<file path="src/rtl/ram_loader_pkg.sv">
// Shared definitions for the program-RAM loader: default geometry, RAM word
// width and the sequencer state encoding.
package ram_loader_pkg;

  localparam int DEPTH_DEFAULT  = 16;
  localparam int ADDR_W_DEFAULT = 4;
  localparam int RAM_WORD_W     = 8;

  typedef enum logic [2:0] {
    IDLE,
    LOAD,
    WRITE,
    CHECK,
    DONE,
    ERR
  } state_t;

endpackage

</file>
<file path="src/rtl/ram_loader_csum.sv">
// Mod-256 running sum of the loaded bytes. The sum is cleared while the loader
// idles, grows by one byte per accepted data byte, and is compared against the
// trailing checksum byte.
module ram_loader_csum
  import ram_loader_pkg::*;
(
  input  logic                  clk,
  input  logic                  rst_n,
  input  logic                  clear,
  input  logic                  add,
  input  logic [RAM_WORD_W-1:0] data,
  input  logic [RAM_WORD_W-1:0] cmp,
  output logic                  match
);

  logic [RAM_WORD_W-1:0] sum;

  // Accumulate accepted bytes; overflow wraps naturally to give mod 256.
  always_ff @(posedge clk or negedge rst_n) begin
    if (!rst_n) begin
      sum <= '0;
    end else if (clear) begin
      sum <= '0;
    end else if (add) begin
      sum <= sum + data;
    end
  end

  assign match = (sum == cmp);

endmodule

</file>
<file path="src/rtl/ram_loader.sv">
// Program-RAM loader: accepts DEPTH bytes over valid/ready, writes them to the
// RAM programming port one word every two cycles, and holds the CPU off the
// bus while doing so.
// Optional feature: define RAM_LOADER_CHECKSUM_EN to require a trailing
// mod-256 checksum byte and enable the sticky error flag.
// ADDR_W must satisfy 2**ADDR_W == DEPTH.
module ram_loader
  import ram_loader_pkg::*;
#(
  parameter int DEPTH  = DEPTH_DEFAULT,
  parameter int ADDR_W = ADDR_W_DEFAULT
) (
  input  logic                  clk,
  input  logic                  rst_n,
  input  logic                  start,
  input  logic                  abort,
  input  logic                  in_valid,
  input  logic [RAM_WORD_W-1:0] in_data,
  output logic                  in_ready,
  output logic                  prg_mode,
  output logic [ADDR_W-1:0]     prg_addr,
  output logic [RAM_WORD_W-1:0] prg_data,
  output logic                  prg_wr,
  output logic                  cpu_hold,
  output logic                  busy,
  output logic                  done,
  output logic                  error
);

  localparam logic [ADDR_W-1:0] LAST_ADDR = ADDR_W'(DEPTH - 1);

  state_t                state;
  state_t                state_next;
  logic [ADDR_W-1:0]     addr_q;
  logic [RAM_WORD_W-1:0] data_q;
  logic                  handshake;

  assign handshake = in_valid && in_ready;
  assign prg_addr  = addr_q;
  assign prg_data  = data_q;

`ifdef RAM_LOADER_CHECKSUM_EN
  logic csum_match;
  logic error_q;

  ram_loader_csum u_csum (
    .clk   (clk),
    .rst_n (rst_n),
    .clear (state == IDLE),
    .add   ((state == LOAD) && handshake),
    .data  (in_data),
    .cmp   (in_data),
    .match (csum_match)
  );

  // Sticky checksum error: set on a bad checksum byte, cleared only by a new start.
  always_ff @(posedge clk or negedge rst_n) begin
    if (!rst_n) begin
      error_q <= 1'b0;
    end else if ((state == IDLE) && start) begin
      error_q <= 1'b0;
    end else if ((state == CHECK) && handshake && !csum_match) begin
      error_q <= 1'b1;
    end
  end

  assign error = error_q;
`else
  assign error = 1'b0;
`endif

  // State register.
  always_ff @(posedge clk or negedge rst_n) begin
    if (!rst_n) begin
      state <= IDLE;
    end else begin
      state <= state_next;
    end
  end

  // Next-state logic; abort wins over any handshake in a busy state.
  always_comb begin
    state_next = state;
    unique case (state)
      IDLE: begin
        if (start) state_next = LOAD;
      end
      LOAD: begin
        if (abort)          state_next = IDLE;
        else if (in_valid)  state_next = WRITE;
      end
      WRITE: begin
        if (abort) begin
          state_next = IDLE;
        end else if (addr_q == LAST_ADDR) begin
`ifdef RAM_LOADER_CHECKSUM_EN
          state_next = CHECK;
`else
          state_next = DONE;
`endif
        end else begin
          state_next = LOAD;
        end
      end
`ifdef RAM_LOADER_CHECKSUM_EN
      CHECK: begin
        if (abort)          state_next = IDLE;
        else if (in_valid)  state_next = csum_match ? DONE : ERR;
      end
`endif
      DONE:    state_next = IDLE;
      default: state_next = IDLE;
    endcase
  end

  // Moore-style outputs decoded from the state; in_ready is also masked by abort.
  always_comb begin
    busy     = 1'b0;
    in_ready = 1'b0;
    prg_wr   = 1'b0;
    done     = 1'b0;
    unique case (state)
      LOAD: begin
        busy     = 1'b1;
        in_ready = !abort;
      end
      WRITE: begin
        busy   = 1'b1;
        prg_wr = 1'b1;
      end
      CHECK: begin
        busy     = 1'b1;
        in_ready = !abort;
      end
      DONE:    done = 1'b1;
      default: ;
    endcase
    prg_mode = busy;
    cpu_hold = busy;
  end

  // Address counter and data latch; the counter stops at the last word rather than wrapping.
  always_ff @(posedge clk or negedge rst_n) begin
    if (!rst_n) begin
      addr_q <= '0;
      data_q <= '0;
    end else begin
      if (state == IDLE) begin
        addr_q <= '0;
      end else if ((state == WRITE) && !abort && (addr_q != LAST_ADDR)) begin
        addr_q <= addr_q + 1'b1;
      end
      if ((state == LOAD) && handshake) begin
        data_q <= in_data;
      end
    end
  end

endmodule
</file>
<file path="config.mk">
export PLATFORM = sky130hd
export DESIGN_NAME = ram_loader
export DESIGN_NICKNAME = d
export VERILOG_FILES = /design/src/rtl/ram_loader_pkg.sv /design/src/rtl/ram_loader_csum.sv /design/src/rtl/ram_loader.sv
export SDC_FILE = /design/constraint.sdc
export NUM_CORES = 1
export LEC_CHECK = 0
export CAP_MARGIN = 20
export CORE_MARGIN = 3
export CORE_UTILIZATION = 42
export CTS_BUF_LIST = sky130_fd_sc_hd__clkbuf_8 sky130_fd_sc_hd__clkbuf_16
export CTS_CLUSTER_SIZE = 20
export DETAILED_ROUTE_END_ITERATION = 10
export GPL_TIMING_DRIVEN = 0
export HOLD_SLACK_MARGIN = 0.02
export PLACE_DENSITY = 0.81
export SYNTH_ARGS = -nofsm -noshare
export SYNTH_HDL_FRONTEND = slang
export SYNTH_HIERARCHICAL = 1
export SYNTH_SLANG_ARGS = --single-unit
</file>
<file path="constraint.sdc">
create_clock -name clk -period 2.29 [get_ports clk]
set_clock_uncertainty 0.05 [all_clocks]
set_input_delay 0.458 -clock clk [delete_from_list [all_inputs] [get_ports clk]]
set_output_delay 0.458 -clock clk [all_outputs]
set_load 0.05 [all_outputs]
</file>
==> impl_metrics.toml <==
[outcome]
status = "finished, final reports clean"

[sta]
rsz0062_at_grt = "no"
period_needed_ps = 2220
finalSetupViolCount = 0
worst_slew_pin_slew_ps = 644
layout_setup_ws_ps = 73.6
finalHoldViolCount = 0
drv_slew = 0
tns_ps = 0
slew_headroom = 0.569
max_freq_mhz = 451
fin_crit_sh = 0.968

[clock_tree]
cts_buffers = 3
cts_sinks = 15
clockBufferDepth = 2
path_clk_slew_ps = 60
clockRootBuffer = "clkbuf_8"
ctsHtreeMaxLevel = 1
post_cts_buffers = 0
clk_latency_ps = 250
postCtsHoldBufs = 0
cts_tree = "built"

[cells_and_area]
final_common_cell = "clkdlybuf4s50_1"
fin_cells = 109
drive_gt1_frac = 0.194
multi_input_area_um2 = 294
mostFrequentLayoutCells = "24 x clkdlybuf4s50_1, 15 x dfrtp_1, 8 x mux2_2"
regArea_um2 = 375
areaGrowthSynthToFinish_pct = 53.9
fill_cells = 121
n_antenna_cell = 0
layout.nets = 108

[grt]
grt_max_degree = 16
grt_antenna_before_repair = 0
grt_pass1_wl_um = 2300
grt.total_usage = 0.154
overflow = 0
grt_pass1_vias = 562

[power_and_ir_drop]
ir_drop_mv = 1.02
p_per_area_nw_per_um2 = 1340
power.leakage_nw = 0.515

[place]
place_congestion = 0.768
hpwl_um = 1070
portBuffers = 30
pre_cts_ws_ps = -222
dp_cells = 105

[synthesis]
syn_avg_cell_area_um2 = 11.8
ys_ff_latch = 15
synth_area_um2 = 694
synth_seq_area_share = 0.541
synthCells = 59
yosys_warnings = 6
syn-num-nets = 73
synth_cell_type_count = 22

[routing]
drc_errors = 0
vias = 560
wl_per_cell_um = 13.1
drtIter0Drc = 5
wl_um = 1430
drt_pass1_iterations = 4
vias_per_cell = 5.14
ant_nets = 0

[floorplan]
core_um2 = 1520
die_h_um = 46.7
fp.dieArea_um2 = 2180
placementRows = 14
start_util = 0.456
ios = 32
die_w_um = 46.7

[setup_path]
rr_worst_depth = 3
arrival_ps = 1710
max_stage_delay_ps = 550
worst_path_max_delay_cell = "dlygate4sd2_1"
startpoint_type = "input port"
worst-setup-path-type = "in -> out"
path_cells = "clkdlybuf4s50_1 > nor3b_2 > dlygate4sd2_1"
crit_path_end_kind = "output port"
crit_fanout = 4
crit_required_ps = 1780

[min_path]
hold_path_class = "reg -> reg"
min_path_cells = 1

[job]
drv_cap = 0
==> power breakdown <==
part / internal, mW / switching, mW / total, mW / leakage (nW)
registers: 0.351 / 0.0561 / 0.407 / 0.190
clock network: 0.119 / 0.0941 / 0.213 / 0.0269
logic: 0.292 / 0.521 / 0.813 / 0.298
total: 0.762 / 0.671 / 1.43 / 0.515
==> cell type report <==
cell class,count,area share
plain buffers,3,0.0211
clock buffers,3,0.0386
clock inverters,1,0.00351
inverters,2,0.00703
multi-input cells,39,0.275
flip-flops and latches,15,0.351
well taps,16,0.0187
repair buffers,30,0.285
==> cells in the mapped netlist, drive strengths merged <==
master | instances | area share
a21oi | 4 | 0.029
mux2 | 8 | 0.13
inv | 2 | 0.011
conb | 1 | 0.0054
nor4b | 1 | 0.013
a22oi | 1 | 0.011
and3 | 1 | 0.0090
or4b | 1 | 0.020
nor3 | 3 | 0.022
or3 | 1 | 0.0090
nand2b | 1 | 0.0090
nand3b | 1 | 0.016
and4b | 1 | 0.014
nor3b | 2 | 0.022
buf | 3 | 0.032
nor2 | 4 | 0.022
ha | 1 | 0.018
nand3 | 3 | 0.022
o21ai | 3 | 0.022
dfrtp | 15 | 0.54
and2 | 1 | 0.011
mux2i | 1 | 0.014
==> critical path, delay by kind of cell <==
kind | cells | cell delay (ps)
and+or+nand+nor | 1 | 230
buffers and inverters | 2 | 1020
==> cell families (layout without fill, tap and decap cells) <==
kind of cell / after synthesis / after routing / share of synthesized area
fa+ha+maj: 1 / 1 / 0.0180
other cells: 1 / 1 / 0.00540
buf+inv: 5 / 39 / 0.0432
flops: 15 / 15 / 0.541
simple gates: 20 / 20 / 0.187
mux: 9 / 9 / 0.144
compound gates: 8 / 8 / 0.0613
==> registers in the layout, summed over array words and instances (netlist names) <==
signal and count:
state 3, prg_addr 4, prg_data 8
==> metal layers <==
layer | vias to the layer above | part of all wire | GRT usage
li1 | 275 | - | -
met1 | 254 | 0.43 | 0.172
met2 | 28 | 0.44 | 0.258
met3 | 3 | 0.11 | 0.0586
met4 | 0 | 0.018 | 0.0663
met5 | - | 0 | 0
==> timing repair <==
action / in CTS / in global routing
gates resized for setup: 3 / 3
hold endpoints to repair: 0 / 0
endpoints found under the setup margin: 3 / 3
cloned: 0 / 0
==> path summary, 6_finish.rpt <==
| check | start | endpoint | slack (ps) |
|---|---|---|---|
| min in group asynchronous | rst_n | state[2] | 560 |
| setup reg to reg | state[2] | prg_addr[0] | 650 |
| hold / removal | prg_data[1] | prg_data[1] | 460 |
| setup / recovery | abort | in_ready | 70 |
| max in group asynchronous | rst_n | prg_addr[3] | 1220 |
| hold reg to reg | prg_data[1] | prg_data[1] | 460 |
==> stage by stage <==
stage	cell area, um^2	util	power [mW]	hold WS (ps)
final	1070	0.701	1.43	461
after global routing	1070	0.701	1.50	482
after CTS	1060	0.696	1.45	461
after detailed placement	1020	0.669	1.25	446
after global placement	1020	0.669	1.24	437
after floorplan	699	-	0.971	112
Power figures use the tool's default switching activity.
